===== src/rtl/fsm_event_monitor.sv =====
// Measures high runs on the detector pulse, filters short glitches and reports each
// accepted run length on a valid/ready port with a saturating event counter.
module fsm_event_monitor #(
   parameter int unsigned CNT_W   = 8,
   parameter int unsigned LEN_W   = 6,
   parameter int unsigned MIN_LEN = 1
) (
   input  logic             clk,
   input  logic             resetn,
   input  logic             det_in,
   input  logic             clr,
   input  logic             evt_ready,
   output logic             evt_valid,
   output logic [LEN_W-1:0] evt_len,
   output logic [CNT_W-1:0] evt_count,
   output logic             overflow
);

   localparam logic [0:0] IDLE = 1'b0;
   localparam logic [0:0] RUN  = 1'b1;

   localparam logic [LEN_W-1:0] LEN_MAX = '1;
   localparam logic [CNT_W-1:0] CNT_MAX = '1;
   localparam logic [LEN_W-1:0] MIN_L   = LEN_W'(MIN_LEN);

   logic [0:0]       state_q, state_d;
   logic [LEN_W-1:0] run_q, run_d;
   logic             valid_q, valid_d;
   logic [LEN_W-1:0] len_q, len_d;
   logic [CNT_W-1:0] count_q, count_d;
   logic             ovf_q, ovf_d;
   logic             run_end;
   logic             accept;

   assign run_end = (state_q == RUN) && !det_in;
   assign accept  = run_end && (run_q >= MIN_L);

   always_comb begin
      state_d = state_q;
      run_d   = run_q;
      valid_d = valid_q;
      len_d   = len_q;
      count_d = count_q;
      ovf_d   = ovf_q;

      case (state_q)
         IDLE: begin
            if (det_in) begin
               state_d = RUN;
               run_d   = LEN_W'(1);
            end
         end
         default: begin
            if (det_in) begin
               run_d = (run_q == LEN_MAX) ? run_q : run_q + LEN_W'(1);
            end else begin
               state_d = IDLE;
            end
         end
      endcase

      if (valid_q && evt_ready) begin
         valid_d = 1'b0;
      end

      // A slot freed by a handshake on this edge can take the new result immediately.
      if (accept) begin
         count_d = (count_q == CNT_MAX) ? count_q : count_q + CNT_W'(1);
         if (!valid_q || evt_ready) begin
            valid_d = 1'b1;
            len_d   = run_q;
         end else begin
            ovf_d = 1'b1;
         end
      end

      if (clr) begin
         count_d = '0;
         ovf_d   = 1'b0;
      end
   end

   always_ff @(posedge clk) begin
      if (!resetn) begin
         state_q <= IDLE;
         run_q   <= '0;
         valid_q <= 1'b0;
         len_q   <= '0;
         count_q <= '0;
         ovf_q   <= 1'b0;
      end else begin
         state_q <= state_d;
         run_q   <= run_d;
         valid_q <= valid_d;
         len_q   <= len_d;
         count_q <= count_d;
         ovf_q   <= ovf_d;
      end
   end

   assign evt_valid = valid_q;
   assign evt_len   = len_q;
   assign evt_count = count_q;
   assign overflow  = ovf_q;

endmodule


===== config.mk =====
export PLATFORM = sky130hd
export DESIGN_NAME = fsm_event_monitor
export DESIGN_NICKNAME = d
export VERILOG_FILES = /design/src/rtl/fsm_event_monitor.sv
export SDC_FILE = /design/constraint.sdc
export NUM_CORES = 1
export LEC_CHECK = 0
export BUFFER_PORTS_ARGS = -buffer_cell sky130_fd_sc_hd__buf_2
export CAP_MARGIN = 10
export CORE_MARGIN = 5
export CORE_UTILIZATION = 40
export DETAILED_ROUTE_END_ITERATION = 16
export PLACE_DENSITY = 0.63
export SKIP_LAST_GASP = 1
export SLEW_MARGIN = 20
export SYNTH_ARGS = -nofsm -noshare
export SYNTH_HDL_FRONTEND = slang
export SYNTH_SLANG_ARGS = --single-unit

===== constraint.sdc =====
create_clock -name clk -period 1.65 [get_ports clk]
set_input_delay 0.0825 -clock clk [delete_from_list [all_inputs] [get_ports clk]]
set_output_delay 0.0825 -clock clk [all_outputs]
set_load 0.1 [all_outputs]

======== Yosys cells after proc, flatten, opt, wreduce, memory -nomap -nowiden ========
Cells that the tools add are included.
word-level totals
  flip-flop bits (word level) ............. 23
  latch bits .............................. 0
  memory bits (writable) .................. 0
  memory bits (read-only) ................. 0
  bits of input ports ..................... 5
  output and inout port bits .............. 16
  memories ................................ 0
operators by class
  $add $sub $neg .......................... 2
  $mul .................................... 0
  divide/modulo/power cells ............... 0
  $lt $le $gt $ge ......................... 1
  equality and inequality tests ........... 3
  shifts and indexed selects .............. 0
  muxes and demuxes ....................... 8
  bitwise logic cells ..................... 3
  reduce and logical (&&, ||, !) cells .... 11
operators with widths
  operator                                                           count
  2-to-1 mux 6 bit                                                   4
  adder 8 x 1 -> 8 bit, second input constant                        1
  == test 8 bit, second input constant                               1
  AND reduction 2 bit                                                4
  adder 6 x 1 -> 6 bit, second input constant                        1
  == test 6 bit, second input constant                               1
  greater-or-equal comparator 6 x 1 -> 1 bit, second input constant  1
  2-to-1 mux 1 bit                                                   4
  logical AND 1 bit                                                  3
  inverter 1 bit                                                     3
  logical NOT 1 bit                                                  2
  inequality test 2 bit, second input constant                       1
  OR reduction 2 bit                                                 1
  logical OR 1 bit                                                   1

======== Logic depth before layout (Yosys ltp) ========
  depth in word-level cells ............... 4
  depth in mapped cells ................... 7

======== Worst setup path after synthesis ========
OpenSTA, ideal clock, no wires.
  path type ............................... reg-to-reg
  from .................................... register count_q[0], in the netlist evt_count[0]
  to ...................................... register count_q[4], in the netlist evt_count[4]
  setup time .............................. 0.125 ns
  arrival ................................. 1.949 ns
  data required time ...................... 1.525 ns
  slack ................................... -0.424 ns
  stages on the path, launching flop included .. 6
  period minus slack after synthesis ...... 2.074 ns
  cell sequence ........................... dfxtp_1 > ha_1 > nand3_1 > nor2_2 > or4_1 > a21oi_1
on the way
  cells in the longest elaborated chain, start to end .. 3
  elaborated cells on any way between the ends .. 4
  classes of those cells .................. add/sub (1); eq/ne (1); bitwise (1); reduce/logical (1)
ends and longest elaborated chain
  what                                                          RTL line  RTL
  start: declaration                                            30        logic [CNT_W-1:0] count_q, count_d;
  start signal: assignment                                      96        count_q <= count_d;
  branches (longest 3 deep; another with adder 8 x 1 -> 8 bit)  n/a
Several ways; the timed one is not identified.
A chain may end at the register's enable or synchronous reset.

======== Final worst setup path ========
  from .................................... register run_q[1]
  to ...................................... register count_q[3], in the netlist evt_count[3]
on the way
  cells in the longest elaborated chain, start to end .. 3
ends and longest elaborated chain
  what                                        RTL line  RTL
  start: declaration                          27        logic [LEN_W-1:0] run_q, run_d;
  start signal: assignment                    93        run_q <= run_d;
  greater-or-equal comparator 6 x 1 -> 1 bit  36        assign accept = run_end && (run_q >= MIN_L);
  logical AND 1 bit                           36
  AND reduction 2 bit (no line)               n/a
No other way between the ends.

==> impl_metrics.toml <==
[floorplanning]
die_area_mm2 = 0.00401
core_mm2 = 0.00273
die_y_um = 63.4
die_w_um = 63.4
rows = 19
ios = 21
initial_core_util = 0.416

[final_layout]
fillCellCount = 247
diodes = 0
layout.nets = 180
synthToLayoutAreaGrowth_pct = 34.0
fin_cells = 201
design_area_mm2 = 0.00153
layout-drive-gt1-share = 0.424

[timing]
fmax_mhz = 569
timing.final.crit_share = 1.07
min_period_ns = 1.76
finalHoldViolCount = 0
tightestPinTransition_ns = 0.502
maxSlewHeadroom = 0.665
fin_tns_setup_ns = -0.265
rsz0062_at_grt = "yes"
maxSlewViolCount = 0
fin_ws_ns = -0.107
whs_ns = 0.0749
finalSetupViolations = 9
fin_worst_skew_ns = 0.0105

[global_routing]
grt_pass1_wl_um = 4570
grt_usage = 0.138
antenna_found_initial = 0
grt_max_degree = 23
grt_overflow = 0
grt_pass1_vias = 1035

[yosys]
yosysTopAreaCell = "dfxtp_1"
netlist_top_cells_area = "dfxtp_1 40%, nand2_1 7.3%, mux2i_1 7.0%, ha_1 4.4%, a21oi_1 4.0%"
yosysWarningCount = 0
syn_inst = 129
syn-num-nets = 138
synth_most_common_cell = "dfxtp_1"
ys_seq_area_frac = 0.404
synth_ff_type = "dfxtp_1"
synthDistinctLibCells = 36
syn_avg_cell_area_um2 = 8.83
synthTopCellsByCount = "23 x dfxtp_1, 22 x nand2_1, 9 x a21oi_1, 8 x mux2i_1, 8 x nand3_1"
synth_seq_cells = 23
synth_top_area_share = 0.404
syn_area_mm2 = 0.00114
ys_async_sr_fraction = 0
synth-edff-count = 0

[critical_path]
reg2reg_setup_slack_ns = -0.11
critPathArrivalTime_ns = 2.01
crit_type = "reg2reg"
r2r-end = "evt_count[3]"
r2r-start = "run_q[1]"
reg2reg_depth = 6
crit_family = "simple AND/OR/NAND/NOR gates"
max_stage_delay_ns = 0.54
worstPathBufferInverterCount = 1
required_ns = 1.90
cpMaxStageDelayCell = "or4_1"
cp-end-kind = "flop"
start_kind = "flop"
path_cells = "inv_4 > ha_4 > nor2b_4 > a311o_1 > or4_1 > a21oi_2"
timing.critical_path.fanout_max = 5

[run_status]
status = "finished, violations left"
violations = "negative setup slack"

[detailed_routing]
route.detailed.drc = 0
route.vias.total = 1087
viasPerCell = 5.41
drtIter0Drc = 67
ant_nets = 0
wl_per_cell_um = 13.8
wl_um = 2770
dr.pass1.iters = 5

[power]
power_frac_clock = 0.281
swShare = 0.255
power_density_mw_per_mm2 = 615
p_sw_mw = 0.240
irDropWorstVdd_v = 0.000473
power_leakage_nw = 0.604
combPwrFrac = 0.124
power_frac_seq = 0.595
p_int_mw = 0.699

[worst_hold_path]
min_from = "det_in"
holdPathStages = 2
holdPathEnd = "run_q[5]"
hp-class = "in2reg"

[cts]
cts_tree = "yes"
cts_buffers = 3
clkLatencyLatePin_ns = 0.31
ctsHoldBuffers = 0
cts.sinks = 23
clockRootBuffer = "clkbuf_4"
htree_num_levels = 1
cts_max_path_buffers = 2
path_clk_slew_ns = 0.13

[placement]
pre_cts_ws_ns = -0.0831
place_inst = 194
hpwl_um = 1900
place.port_buffers = 20
dpl_cell_area_mm2 = 0.00143
place_congestion = 0.823

[run]
max-cap-violations = 0
-- repair_timing --
action                                  in CTS  in global routing
resized for setup                            7                  4
cloned                                       1                  0
buffers inserted                             1                  1
pin swaps                                    1                  1
endpoints found under the setup margin      13                 14
-- routing by layer --
layer / vias up / wire length [µm] / global-route usage
li1: 552 / - / -
met1: 512 / 1280 / 0.174
met2: 21 / 1370 / 0.230
met3: 2 / 94 / 0.0213
met4: 0 / 20 / 0.0623
met5: - / 0 / 0
-- sequential cells by signal (all words and copies together) (netlist names) --
register and flops:
evt_count 8, overflow 1, evt_valid 1, run_q 6, state_q 1, evt_len 6
-- power by group through the flow --
| stage | Sequential (mW) | Combinational (mW) | Clock (mW) |
|---|---|---|---|
| global placement | 0.570 | 0.0953 | 0 |
| floorplan | 0.586 | 0.0445 | 0 |
| global route | 0.560 | 0.127 | 0.305 |
| finish | 0.559 | 0.116 | 0.263 |
| detailed placement | 0.571 | 0.0969 | 0 |
| CTS | 0.558 | 0.112 | 0.271 |
-- metrics by stage --
stage                     power, mW  utilization
after CTS                     0.942        0.550
after global placement        0.666        0.522
final                         0.938        0.558
after global routing          0.991        0.558
after floorplan               0.630            -
after detailed placement      0.668        0.522
-- cells by family (layout without fill, tap and decap cells) --
family	count (synthesis)	in the layout	share of synthesized area
AND/OR/NAND/NOR	57	57	0.281
AO/OA/AOI/OAI	28	29	0.164
flip-flops	23	23	0.404
buffers and inverters	9	49	0.0363
multiplexers	8	8	0.0703
adder cells (fa/ha/maj)	4	4	0.0440
-- cell usage in the layout (no fill, tap or decap), drive strengths merged --
master / n
a21oi: 9
a311o: 2
a311oi: 1
a41o: 2
and2: 1
and3: 2
buf: 39
clkbuf: 4
dfxtp: 23
ha: 4
inv: 6
mux2i: 8
nand2: 22
nand2b: 2
nand3: 8
nand3b: 2
nand4: 2
nor2: 7
nor2b: 3
nor4: 2
o211a: 1
o21a: 1
o21ai: 6
o21bai: 1
o22ai: 2
o311a: 1
o31ai: 3
or2: 2
or3: 2
or4: 2
-- worst register-to-register path, cell delays in order (launching register included) --
cell     delay, ns
dfxtp_2       0.38
inv_4         0.05
ha_4          0.14
nor2b_4       0.12
a311o_1       0.32
or4_1         0.54
a21oi_2       0.14
-- worst max path at each step --
stage | startpoint | to | slack, ns | cells past startpoint
after detailed placement | run_q[0] | evt_count[3] | -0.08 | 6
after global placement | run_q[0] | evt_count[3] | -0.05 | 6
after floorplan | evt_count[3] | evt_count[5] | 0.0006 | 4
final | run_q[1] | evt_count[3] | -0.11 | 6
after CTS | run_q[1] | evt_count[3] | -0.02 | 6
after global routing | run_q[1] | evt_count[3] | -0.14 | 6
-- final cells by class --
| class | count | area [µm²] | area share |
|---|---|---|---|
| timing repair buffer | 39 | 243 | 0.159 |
| sequential | 23 | 483 | 0.317 |
| inverter | 6 | 25.0 | 0.0164 |
| clock buffer | 4 | 26.3 | 0.0172 |
| multi-input combinational | 98 | 709 | 0.465 |
| tap | 31 | 38.8 | 0.0254 |
(Power assumes the default switching activity.)
